--- config.mk ---
export PLATFORM = sky130hd
export DESIGN_NAME = fetch_unit
export DESIGN_NICKNAME = d
export VERILOG_FILES = /design/src/rtl/fetch_unit.sv
export SDC_FILE = /design/constraint.sdc
export NUM_CORES = 1
export LEC_CHECK = 0
export CAP_MARGIN = 40
export CORE_MARGIN = 2
export CORE_UTILIZATION = 47
export DETAILED_ROUTE_END_ITERATION = 8
export GPL_TIMING_DRIVEN = 0
export PLACE_DENSITY = 0.87
export SKIP_LAST_GASP = 1
export SYNTH_ARGS = -nofsm -noshare
export SYNTH_HDL_FRONTEND = slang
export SYNTH_SLANG_ARGS = --single-unit
--- constraint.sdc ---
create_clock -name clk -period 7.3 [get_ports clk]
set_input_delay 1.46 -clock clk [delete_from_list [all_inputs] [get_ports clk]]
set_output_delay 1.46 -clock clk [all_outputs]
set_load 0.005 [all_outputs]
--- src/rtl/fetch_unit.sv ---
// IF stage: PC register, bimodal BHT predictor and IF/ID pipeline register.
// Redirects on EX-resolved mispredicts and ID-resolved jr, obeys hazard-unit stall/flush.
module fetch_unit #(
    parameter int                ADDR_W     = 32,
    parameter int                BHT_IDX_W  = 4,
    parameter logic [ADDR_W-1:0] RESET_PC   = '0,
    parameter logic [6:0]        BRANCH_OPC = 7'b1100011
) (
    input  logic              clk,
    input  logic              rst,
    input  logic              PC_Write,
    input  logic              if_id_Write,
    input  logic              if_id_flush,
    output logic [ADDR_W-1:0] imem_addr,
    input  logic [31:0]       imem_rdata,
    input  logic              ex_is_branch,
    input  logic              ex_taken,
    input  logic              ex_pred_taken,
    input  logic [ADDR_W-1:0] ex_pc,
    input  logic [ADDR_W-1:0] ex_target,
    input  logic              jr_valid,
    input  logic [ADDR_W-1:0] jr_target,
    output logic              Wrong_prediction,
    output logic [31:0]       if_id_inst,
    output logic [ADDR_W-1:0] if_id_pc,
    output logic              if_id_pred_taken,
    output logic              if_id_valid
);

    localparam int          BHT_N    = 1 << BHT_IDX_W;
    localparam logic [31:0] NOP_INST = 32'h00000013;

    logic [ADDR_W-1:0]    pc_reg;
    logic [ADDR_W-1:0]    pc_next;
    logic [ADDR_W-1:0]    pc_plus4;
    logic [ADDR_W-1:0]    ex_fallthrough;
    logic [ADDR_W-1:0]    b_imm;
    logic [ADDR_W-1:0]    pred_target;
    logic [BHT_IDX_W-1:0] fetch_idx;
    logic [BHT_IDX_W-1:0] upd_idx;
    logic [1:0]           bht_cur [BHT_N];
    logic [1:0]           upd_old;
    logic [1:0]           upd_new;
    logic                 is_branch_op;
    logic                 pred_taken;
    logic                 wrong_pred;

    logic [31:0]          if_id_inst_reg;
    logic [ADDR_W-1:0]    if_id_pc_reg;
    logic                 if_id_pred_reg;
    logic                 if_id_valid_reg;

    assign wrong_pred       = ex_is_branch && (ex_taken != ex_pred_taken);
    assign Wrong_prediction = wrong_pred;

    assign fetch_idx = pc_reg[BHT_IDX_W+1:2];
    assign upd_idx   = ex_pc[BHT_IDX_W+1:2];

    // B-type immediate: imm[12|10:5] in [31:25], imm[4:1|11] in [11:7]
    assign b_imm = {{(ADDR_W-12){imem_rdata[31]}}, imem_rdata[7],
                    imem_rdata[30:25], imem_rdata[11:8], 1'b0};

    assign is_branch_op   = (imem_rdata[6:0] == BRANCH_OPC);
    assign pred_taken     = is_branch_op && bht_cur[fetch_idx][1];
    assign pred_target    = pc_reg + b_imm;
    assign pc_plus4       = pc_reg + ADDR_W'(4);
    assign ex_fallthrough = ex_pc + ADDR_W'(4);

    assign upd_old = bht_cur[upd_idx];

    always_comb begin
        upd_new = upd_old;
        if (ex_taken) begin
            if (upd_old != 2'b11) upd_new = upd_old + 2'b01;
        end else begin
            if (upd_old != 2'b00) upd_new = upd_old - 2'b01;
        end
    end

    // Each counter is its own register so reset can preset every entry to weakly not-taken
    for (genvar gi = 0; gi < BHT_N; gi++) begin : g_bht
        localparam logic [BHT_IDX_W-1:0] ENTRY_IDX = BHT_IDX_W'(gi);
        logic [1:0] ctr_reg;

        always_ff @(posedge clk or negedge rst) begin
            if (!rst) begin
                ctr_reg <= 2'b01;
            end else if (ex_is_branch && (upd_idx == ENTRY_IDX)) begin
                ctr_reg <= upd_new;
            end
        end

        assign bht_cur[gi] = ctr_reg;
    end

    // The older EX branch outranks the younger jr; jr in turn overrides a stall
    always_comb begin
        pc_next = pc_reg;
        if (wrong_pred) begin
            pc_next = ex_taken ? ex_target : ex_fallthrough;
        end else if (jr_valid) begin
            pc_next = jr_target;
        end else if (!PC_Write) begin
            pc_next = pc_reg;
        end else if (pred_taken) begin
            pc_next = pred_target;
        end else begin
            pc_next = pc_plus4;
        end
    end

    always_ff @(posedge clk or negedge rst) begin
        if (!rst) begin
            pc_reg <= RESET_PC;
        end else begin
            pc_reg <= pc_next;
        end
    end

    always_ff @(posedge clk or negedge rst) begin
        if (!rst) begin
            if_id_inst_reg  <= NOP_INST;
            if_id_pc_reg    <= '0;
            if_id_pred_reg  <= 1'b0;
            if_id_valid_reg <= 1'b0;
        end else if (wrong_pred || if_id_flush) begin
            if_id_inst_reg  <= NOP_INST;
            if_id_pc_reg    <= '0;
            if_id_pred_reg  <= 1'b0;
            if_id_valid_reg <= 1'b0;
        end else if (if_id_Write) begin
            if_id_inst_reg  <= imem_rdata;
            if_id_pc_reg    <= pc_reg;
            if_id_pred_reg  <= pred_taken;
            if_id_valid_reg <= 1'b1;
        end
    end

    assign imem_addr        = pc_reg;
    assign if_id_inst       = if_id_inst_reg;
    assign if_id_pc         = if_id_pc_reg;
    assign if_id_pred_taken = if_id_pred_reg;
    assign if_id_valid      = if_id_valid_reg;

endmodule

==> results by group <==
Clocking
  – Worst-skew pair later-pin latency: 0.43 ns
  – Post-CTS Resized: 0
  – Cts bufs inserted: 17
  – Clk slew on worst S/H paths: 0.06 ns
  – CTS Hold Bufs: 0
  – CTS H-Tree Depth: 4
  – TritonCTS clock tree: built
  – CTS Buffer Depth: 2
  – Post-CTS Setup Repair Bufs: 0
  – Root Buffer: clkbuf_16
  – CTS sink count: 130

Worst setup path
  – Cells on worst reg2reg path: 12
  – CP max FO: 10
  – Worst EP required: 5.84 ns
  – Critical Path AT: 4.40 ns
  – CP Capture Type: output port
  – Startpoint Class: input port
  – WS Path Type: in -> out

Hold path
  – Worst Hold Depth: 2
  – HP Class: reg -> reg

STA
  – Crit path time final: 5.863 ns
  – Final setup fails: 0
  – RSZ-0062 raised after global routing: false
  – Tightest Pin Transition: 0.8115 ns
  – Layout Skew: 0.006977 ns
  – Rel. slew slack: 44.50%
  – Final max-slew violation count: 0
  – Fmax: 170.6 MHz
  – Tcrit/Tclk final: 80.32%
  – Hold Vio Cnt, Final: 0

Global route
  – GR Overflow Total: 0
  – Vias in the first global route: 9021
  – Largest net degree at the start of global routing: 79
  – Total GRT Usage: 32.76%
  – First-pass GRT wire length: 50640 um
  – Initial antenna violation count: 0

Synth
  – Synth area leader: dfrtp_1
  – Synth cell count leaders: 111 x dfrtp_1, 94 x nand2_1, 70 x nor2_1, 66 x a21oi_1, 57 x a22o_1
  – Post-synth EDFFs: 0
  – YS warnings: 0
  – Count leader, synth: dfrtp_1
  – Synth Area in Simple Gates: 15.92%
  – Synth unique cells: 75
  – Compound-Gate Fraction of Synth Area: 23.46%
  – Post-Syn Area per Cell: 9.206 um^2
  – Ys flop type: dfrtp_1
  – Multiplexer share of the synthesized area: 8.684%
  – Post-synthesis net count: 1159
  – Largest family of logic cells by synthesized area: compound AO/OA/AOI/OAI gates
  – Adder-cell share of the synthesized area: 5.293%
  – Seq cells post-synth: 130
  – Sequential element share of the synthesized area: 36.10%
  – Cells after Synth: 986
  – Post-synth ARST share: 100.0%
  – Largest cells by area after synthesis: dfrtp_1 31%, dfstp_2 5.5%, a22o_1 5.5%
  – Synth Area in XOR/XNOR: 6.754%
  – Mapped cell area: 9077 um^2
  – Synth top area share: 30.60%

Place
  – Post-DP HPWL: 25160 um
  – Port Buffers: 235
  – GPL Wtd Cong: 1.001
  – Inst Count DP: 1485

Routing
  – Routed Antenna Nets: 0
  – Detailed-route via count: 9322
  – Average vias per placed instance: 6.145
  – Initial DRC Count: 1108
  – 1st-pass router iterations: 5
  – Post-DR wirelength/cell: 21.83 um
  – Final WL: 33110 um
  – DR DRC count: 0

Power
  – Tot Pwr: 2.791 mW
  – Comb pwr share: 34.8%
  – Leak: 5.136 nW
  – Sequential Power Share: 35.1%
  – Maximum VDD drop: 0.1745 mV
  – Int Power: 1.812 mW
  – Sw Share: 35.08%
  – Switch Pwr: 0.9791 mW
  – PwrDens: 225.6 nW/um^2
  – Clk network pwr share: 30.1%

Die
  – Die Wd: 143.0 um
  – Row Count: 50
  – Top Ports: 236
  – Core Area: 18830 um^2
  – Die footprint: 20440 um^2
  – Die Span Y: 143.0 um
  – Initial core utilization: 48.21%

Cells and area
  – Final cell count without fillers: 1517
  – Synthesis-to-finish area growth: 36.27%
  – Layout cell share with drive strength beyond 1: 9.785%
  – Layout Nets: 1417
  – Filler Cell Count: 1527
  – Antenna cells: 0

Outcome
  – Outcome: finished clean

Flow run
  – Max-cap violation count: 0
==> cell type report <==
| type | instances | area (um^2) | area share, % |
|---|---|---|---|
| inverter | 20 | 75.07 | 0.6069 |
| buffer | 65 | 269.0 | 2.175 |
| clock buffer | 19 | 454.2 | 3.672 |
| tap | 260 | 325.3 | 2.630 |
| clock inverter | 13 | 110.1 | 0.8901 |
| multi-input combinational | 771 | 5456 | 44.11 |
| timing repair buffer | 239 | 2402 | 19.42 |
| sequential | 130 | 3277 | 26.49 |
==> per-stage QoR <==
step	worst slack [ns]	hold WS (ns)	instance area [um^2]	TNS, ns	utilization, %
6_report	1.437	0.4914	12370	0	65.69
5_1_grt	1.390	0.5169	12370	0	65.69
4_1_cts	1.493	0.4918	12370	0	65.69
3_5_place_dp	1.532	0.4775	11810	0	62.69
3_3_place_gp	-0.4688	0.4642	11760	-50.94	62.43
2_1_floorplan	3.349	0.4733	9077	0	-
==> cells by family (layout without fill, tap and decap cells) <==
group                    after synthesis  count (layout)
buffers and inverters                 85             356
AND/OR/NAND/NOR                      302             302
adder cells (fa/ha/maj)               38              38
AO/OA/AOI/OAI                        305             305
multiplexers                          56              56
flip-flops                           130             130
XOR/XNOR                              70              70
==> critical path, cell delays in order <==
cell and delay [ns]:
clkdlybuf4s50_1 0.54, xor2_1 0.16, nand2_1 0.12, clkinv_1 0.19
clkbuf_1 0.58, buf_1 0.69, clkdlybuf4s50_1 0.65
==> layer usage <==
| layer | share of wire [%] | track usage [%] | wire [um] |
|---|---|---|---|
| met4 | 3.6 | 13.08 | 1204 |
| met2 | 47 | 52.68 | 15450 |
| met1 | 40 | 42.87 | 13160 |
| met3 | 10 | 7.512 | 3304 |
| met5 | 0 | 0 | 0 |
==> power by group through the flow <==
stage                     sequential (mW)  clock, mW  combinational, mW
after floorplan                     0.950          0              0.571
after global placement              0.981          0              0.921
after detailed placement            0.986          0              0.942
after CTS                           0.975      0.841              0.955
after global routing                0.993      0.876               1.05
final                               0.981      0.839              0.971
==> path summary, 6_finish.rpt <==
kind                            slack (ns)         start                to
worst min register to register        0.49   if_id_pc[2]       if_id_pc[2]
min in group asynchronous             0.97           rst      if_id_pc[30]
worst max register to register        3.25  imem_addr[2]     imem_addr[31]
worst min-delay path                  0.49   if_id_pc[2]       if_id_pc[2]
max in group asynchronous             5.52           rst     if_id_inst[0]
worst max-delay path                  1.44      ex_taken  Wrong_prediction
==> cell usage in the layout, fill, tap and decap left out, types with 6 or more instances in the layout <==
cell,instances
nand3_1,35
or3_1,8
buf_1,7
dfstp_2,19
buf_2,10
dfrtp_1,111
nor2b_1,7
and3_1,21
clkbuf_16,18
mux2i_1,9
o21ai_1,14
nand4_1,18
inv_1,17
nor2_1,70
o22ai_1,8
xor2_1,41
clkdlybuf4s50_1,234
clkbuf_1,48
inv_6,6
nor3_1,19
a31oi_1,8
a211oi_1,19
mux4_2,15
xnor2_1,29
mux2_2,32
a21o_1,17
o21ai_0,45
o211ai_1,8
a21oi_1,66
nand2_1,94
a22o_1,57
ha_1,35
Note: power is estimated with default switching activity, not from simulation.
